<file path="src/rtl/deco4_arb_pkg.sv">
// Shared types and the rotate-priority pick function for the deco4 sharing arbiter.
// Supports up to 8 requesters; wider requester counts need a larger index field.
package deco4_arb_pkg;

  typedef enum logic [1:0] {
    IDLE    = 2'd0,
    SETUP   = 2'd1,
    CAPTURE = 2'd2
  } state_t;

  localparam int NREQ_DEF = 4;
  localparam int DW_DEF   = 4;
  localparam int OW_DEF   = 8;
  localparam int MAXREQ   = 8;

  typedef struct packed {
    logic       found;
    logic [2:0] idx;
  } pick_t;

  // The loop runs from the far end of the scan back toward ptr. Each hit
  // overwrites the previous one, so the first requester in scan order wins.
  function automatic pick_t rr_pick(input logic [MAXREQ-1:0] req,
                                    input logic [2:0]        ptr,
                                    input logic [3:0]        nreq);
    pick_t      p;
    logic [3:0] idx;
    p = '0;
    for (int k = MAXREQ - 1; k >= 0; k--) begin
      idx = {1'b0, ptr} + 4'(k);
      if (idx >= nreq) idx = idx - nreq;
      if ((4'(k) < nreq) && req[idx[2:0]]) begin
        p.found = 1'b1;
        p.idx   = idx[2:0];
      end
    end
    return p;
  endfunction

endpackage

</file>
<file path="src/rtl/deco4_share_arb_rr_picker.sv">
// Combinational rotate-priority encoder.
// Returns the first active request found scanning from i_ptr upward, wrapping modulo NREQ.
module rr_picker
  import deco4_arb_pkg::*;
#(
  parameter int NREQ = NREQ_DEF,
  parameter int PW   = $clog2(NREQ_DEF)
) (
  input  logic [NREQ-1:0] i_req,
  input  logic [PW-1:0]   i_ptr,
  output logic            o_found,
  output logic [PW-1:0]   o_idx
);

  logic [MAXREQ-1:0] w_req;
  pick_t             w_pick;

  always_comb begin
    w_req             = '0;
    w_req[NREQ-1:0]   = i_req;
    w_pick            = rr_pick(w_req, 3'(i_ptr), 4'(NREQ));
  end

  assign o_found = w_pick.found;
  assign o_idx   = PW'(w_pick.idx);

endmodule

</file>
<file path="src/rtl/deco4_share_arb.sv">
// Time-shares one external combinational deco4 among NREQ requesters.
// Arbitration is round-robin; each result is stored in that requester's own slot.
//
//   state   | meaning
//   --------+--------------------------------------------------------------
//   IDLE    | no transaction; wait for any req
//   SETUP   | pick winner, register dec_a and pulse gnt
//   CAPTURE | sample dec_b into winner's slot, pulse rsp_valid, advance rr_ptr
module deco4_share_arb
  import deco4_arb_pkg::*;
#(
  parameter int NREQ = NREQ_DEF,
  parameter int DW   = DW_DEF,
  parameter int OW   = OW_DEF
) (
  input  logic                 clk,
  input  logic                 rst,
  input  logic [NREQ-1:0]      req,
  input  logic [NREQ*DW-1:0]   din,
  output logic [NREQ-1:0]      gnt,
  output logic [DW-1:0]        dec_a,
  input  logic [OW-1:0]        dec_b,
  output logic [NREQ-1:0]      rsp_valid,
  output logic [NREQ*OW-1:0]   rsp_data,
  output logic                 busy
);

  localparam int PW = $clog2(NREQ);
  localparam logic [NREQ-1:0] LSB_ONE = {{(NREQ-1){1'b0}}, 1'b1};

  state_t              r_state;
  state_t              w_state_nxt;
  logic [NREQ-1:0]     r_gnt;
  logic [NREQ-1:0]     r_rsp_valid;
  logic [DW-1:0]       r_dec_a;
  logic [NREQ*OW-1:0]  r_rsp_data;
  logic [PW-1:0]       r_rr_ptr;
  logic [PW-1:0]       r_cur;

  logic                w_found;
  logic [PW-1:0]       w_win;
  logic [PW-1:0]       w_ptr_nxt;
  logic [NREQ-1:0]     w_cur_mask;
  logic [NREQ-1:0]     w_req_others;

  rr_picker #(
    .NREQ (NREQ),
    .PW   (PW)
  ) u_picker (
    .i_req   (req),
    .i_ptr   (r_rr_ptr),
    .o_found (w_found),
    .o_idx   (w_win)
  );

  // During CAPTURE the winner's req is still high. Mask it so that this
  // stale level does not start a second grant to the same requester.
  assign w_cur_mask   = LSB_ONE << r_cur;
  assign w_req_others = req & ~w_cur_mask;
  assign w_ptr_nxt    = (r_cur == PW'(NREQ - 1)) ? '0 : r_cur + 1'b1;

  always_comb begin
    w_state_nxt = r_state;
    case (r_state)
      IDLE:    if (|req) w_state_nxt = SETUP;
      SETUP:   w_state_nxt = w_found ? CAPTURE : IDLE;
      CAPTURE: w_state_nxt = (|w_req_others) ? SETUP : IDLE;
      default: w_state_nxt = IDLE;
    endcase
  end

  always_ff @(posedge clk) begin
    if (!rst) begin
      r_state     <= IDLE;
      r_gnt       <= '0;
      r_rsp_valid <= '0;
      r_dec_a     <= '0;
      r_rsp_data  <= '0;
      r_rr_ptr    <= '0;
      r_cur       <= '0;
    end else begin
      r_state     <= w_state_nxt;
      r_gnt       <= '0;
      r_rsp_valid <= '0;
      if (r_state == SETUP && w_found) begin
        r_dec_a <= din[w_win*DW +: DW];
        r_gnt   <= LSB_ONE << w_win;
        r_cur   <= w_win;
      end
      if (r_state == CAPTURE) begin
        r_rsp_data[r_cur*OW +: OW] <= dec_b;
        r_rsp_valid                <= w_cur_mask;
        r_rr_ptr                   <= w_ptr_nxt;
      end
    end
  end

  assign gnt       = r_gnt;
  assign rsp_valid = r_rsp_valid;
  assign dec_a     = r_dec_a;
  assign rsp_data  = r_rsp_data;
  assign busy      = (r_state != IDLE);

endmodule

</file>
<file path="config.mk">
export PLATFORM = sky130hd
export DESIGN_NAME = deco4_share_arb
export DESIGN_NICKNAME = d
export VERILOG_FILES = /design/src/rtl/deco4_arb_pkg.sv /design/src/rtl/deco4_share_arb_rr_picker.sv /design/src/rtl/deco4_share_arb.sv
export SDC_FILE = /design/constraint.sdc
export NUM_CORES = 1
export LEC_CHECK = 0
export CORE_MARGIN = 5
export CORE_UTILIZATION = 35
export CTS_CLUSTER_DIAMETER = 200
export DETAILED_ROUTE_END_ITERATION = 8
export GPL_TIMING_DRIVEN = 0
export SYNTH_ARGS = -nofsm -noshare
export SYNTH_HDL_FRONTEND = slang
export SYNTH_SLANG_ARGS = --single-unit
</file>
<file path="constraint.sdc">
create_clock -name clk -period 2.51 [get_ports clk]
set_input_delay 0.251 -clock clk [delete_from_list [all_inputs] [get_ports clk]]
set_output_delay 0.251 -clock clk [all_outputs]
set_load 0.05 [all_outputs]
</file>
==> results.txt <==
----------------------------------------------------
[Worst hold path]
  Hold Crit Class ... input pin to flip-flop

[Floorplan]
  Core area ... approximately 6000 um^2
  Floorplan die area ... 7970 um^2
  Effective utilization at floorplan ... 36.5%
  Top-level port count ... 75
  X dimension of the die ... ~89 um
  Die height ... 89.3 um
  Row count ... 28

[Route]
  Total number of vias ... 1938
  Router iterations before antenna repair ... 4
  Via density ... about 5
  Number of antenna-violating nets in the routed design ... 0
  DR WL/cell ... 14.8 um
  Wirelength, routed ... approximately 5.8 mm
  Number of DRC violations after detailed-routing iteration 0 ... 85
  Final routed DRC violation total ... 0

[STA]
  Part of the cycle the worst path needs ... 93.9%
  Post-route clock skew ... 0.00974 ns
  Transition time at the pin with the least slew margin ... 0.799 ns
  Max Transition Viols Final ... 0
  Worst slack on hold paths ... approximately 0.42 ns
  Final setup violation count ... 0
  Max Fclk ... 0.424 GHz
  Hold violation count in the final report ... 0
  Max transition margin ... 46.3%
  Crit path time final ... 2.36 ns
  RSZ-0062 raised after global routing ... false
  Setup TNS after final layout ... 0 ns

[Layout]
  Commonest non-fill, non-tap cells in the layout ... clkdlybuf4s50_1, dfxtp_1, nor2_1
  Syn-to-layout area delta ... 42.0%
  Number of antenna repair diodes ... 0
  Number of nets in the layout ... 351
  Filler cells ... 587
  Area of all placed cells without fillers ... 3120 um^2
  Most common cell after layout, fill and taps aside ... clkdlybuf4s50_1
  Fraction of layout instances using a drive strength above 1 ... around 8%

[Place]
  Routability cong. ... just under 0.8
  PortBufs ... 72
  Dpl hpwl ... ~4.3 mm
  Post-placement cell area ... 3010 um^2

[Logic synthesis]
  Share of cell area taken by muxes after synthesis ... 8.93%
  Dominant combinational cell family by area after synthesis ... compound AO/OA/AOI/OAI gates
  Portion of the post-synthesis area used by sequential elements ... 45.5%
  Top FF cell, synth ... dfxtp_1
  Area fraction in compound gates after synthesis ... approximately 18%
  Nets in the synthesized netlist ... 272
  Area share of the largest cell type after synthesis ... a little under half
  Number of synthesis warnings ... 0
  Post-synthesis cell type with the largest combined area ... dfxtp_1
  Number of storage elements in the synthesis netlist ... 50
  Basic-gate share of the synthesized area counting and, or, nand and nor cells ... 18.0%
  Average instance area after synthesis ... 9.40 um^2
  Number of flops mapped to enable cells by yosys ... 0
  Top post-synthesis cells by area ... dfxtp_1, a22oi_1, nor2_1
  Netlist area before placement ... between 2000 and 2500 um^2
  Number of standard cells after synthesis ... approximately 230
  Fraction of registers with async set/reset ... 0%
  Synthesized-area fraction occupied by adder cells ... 4.55%
  Netlist cell types ... 39
  Parity-gate share of the synthesized area counting xor and xnor cells ... 0%

[Worst setup path]
  Critical Path Sink Type ... flip-flop
  Kind of critical path ... flip-flop to flip-flop
  Max FO, Critical Path ... 10
  Largest incremental delay on the critical path ... ~0.37 ns
  Critical Path Slowest Stage Cell ... ha_1
  Worst Setup Start Kind ... flip-flop
  Data arrival time of the critical path ... approximately 2.6 ns
  Worst Path Required ... 2.70 ns
  Cell with the most instances on the worst path ... a211o_1
  Chain of cells forming the critical path ... ha_1 > mux2_2 > a211oi_1 > a211o_1 > clkbuf_4 > mux2i_1 > nor2_1 > a211o_1

[CTS]
  Clock insertion delay at the later pin of the skew report ... 0.29 ns
  Total number of H-tree levels ... 2
  CTS clk-pin slew, worst paths ... 0.09 ns
  CTS tree ... done
  Inserted Clock Buffers ... 5
  Worst-case clock buffer depth ... 2
  Clock tree root buffer cell ... clkbuf_8
  Post-CTS Hold Fix Bufs ... 0
  CTS sink count ... 50

[Global routing]
  Initial antenna violation count ... 0
  Vias in the first global route ... approximately 1800
  Maximum number of pins on one net before global-route repair ... 15
  GRT Residual Overflow ... 0
  GRT Total Usage ... 14.3%
  Global-route wire length before repair ... 8.86 mm

[Power and ir drop]
  Clock share of power ... 31.6%
  Design internal power ... 1.26 mW
  Switching portion of total power ... 26.9%
  P_sw ... 0.465 mW
  Largest vdd supply drop ... 353 uV
  Proportion of power drawn by flip-flops and latches ... 48.2%
  Part of the power in combinational logic ... 20.2%
  Static Leak ... 1.19 nW
  Power Density ... 553 nW/um^2

[Outcome]
  Status ... completed

[Flow run]
  Max-cap violations ... 0

----------------------------------------------------
## worst max-delay path: cells and delay by family (launching register included)
kind	cells	cell delay, ns
adders and majority gates	1	0.37
DFF	1	0.34
AOI/OAI and AO/OA	3	0.68
buffers and inverters	1	0.26
muxes	2	0.55
and+or+nand+nor	1	0.05
## cells in the mapped netlist, types with 2 or more instances
library cell  instances
a21oi_1               9
a31o_1                2
mux2i_1              14
nor2b_1               4
nor4b_2               2
clkbuf_1              4
a22oi_1              24
buf_6                 3
inv_1                 8
mux2_2                3
a21o_1                3
buf_4                 2
and3_1                3
buf_1                 2
a221oi_1              3
ha_1                  8
o22ai_1               4
a211o_1               2
nand3_1              10
dfxtp_1              50
nand2_1              17
nor2_1               39
buf_2                 2
## registers in the layout (all words and copies together) (netlist names)
register and cells:
gnt 4, rsp_data 32, r_cur 2, rsp_valid 4, dec_a 4, r_state 2, r_rr_ptr 2
## kinds of logic after synthesis
| family | count (synthesis) |
|---|---|
| AO/OA/AOI/OAI | 54 |
| adder cells (fa/ha/maj) | 8 |
| buffers and inverters | 21 |
| flip-flops | 50 |
| multiplexers | 18 |
| AND/OR/NAND/NOR | 83 |
## through the flow
| step | total power, mW | worst slack (ns) | std cells | util [%] |
|---|---|---|---|---|
| after detailed placement | 1.20 | 0.0494 | 381 | 50.0 |
| after global routing | 1.81 | 0.0369 | 389 | 51.8 |
| after CTS | 1.75 | 0.0871 | 389 | 51.8 |
| after global placement | 1.20 | 0.0401 | 381 | 50.0 |
| after floorplan | 1.07 | 0.326 | 234 | - |
| final | 1.73 | 0.153 | 389 | 51.8 |
## repair_timing
action | 4_1_cts | 5_1_grt
resized for setup | 0 | 1
buffers inserted | 0 | 0
setup endpoints to repair | 0 | 4
## area by class of cell
| cell class | count | area (um^2) | area share [%] |
|---|---|---|---|
| Inverter | 8 | 30.0 | 0.962 |
| Clock inverter | 1 | 30.0 | 0.962 |
| Tap cell | 75 | 93.8 | 3.00 |
| Multi-Input combinational cell | 163 | 1090 | 34.8 |
| Timing Repair Buffer | 72 | 721 | 23.1 |
| Buffer | 13 | 83.8 | 2.68 |
| Sequential cell | 50 | 1000 | 32.1 |
| Clock buffer | 7 | 76.3 | 2.44 |
## metal layers
metal	wire [um]	up-vias	GRT usage (%)
met3	245	5	2.95
met1	2740	910	20.8
met2	2720	37	21.8
met5	0	-	0
met4	55	0	3.65
li1	-	986	-
## final timing paths
check / slack, ns / start / cells past startpoint / end
worst max-delay path: 0.15 / r_rr_ptr[0] / 8 / dec_a[2]
worst min-delay path: 0.42 / req[1] / 3 / r_state[1]
worst max register to register: 0.15 / r_rr_ptr[0] / 8 / dec_a[2]
worst min register to register: 0.46 / rsp_data[4] / 2 / rsp_data[4]
## power by group through the flow
stage	clock network [mW]	logic (mW)	registers (mW)
6_report	0.546	0.349	0.833
3_3_place_gp	0	0.348	0.851
3_5_place_dp	0	0.350	0.851
2_1_floorplan	0	0.164	0.907
5_1_grt	0.599	0.376	0.837
4_1_cts	0.563	0.351	0.833
Power figures use the tool's default switching activity.
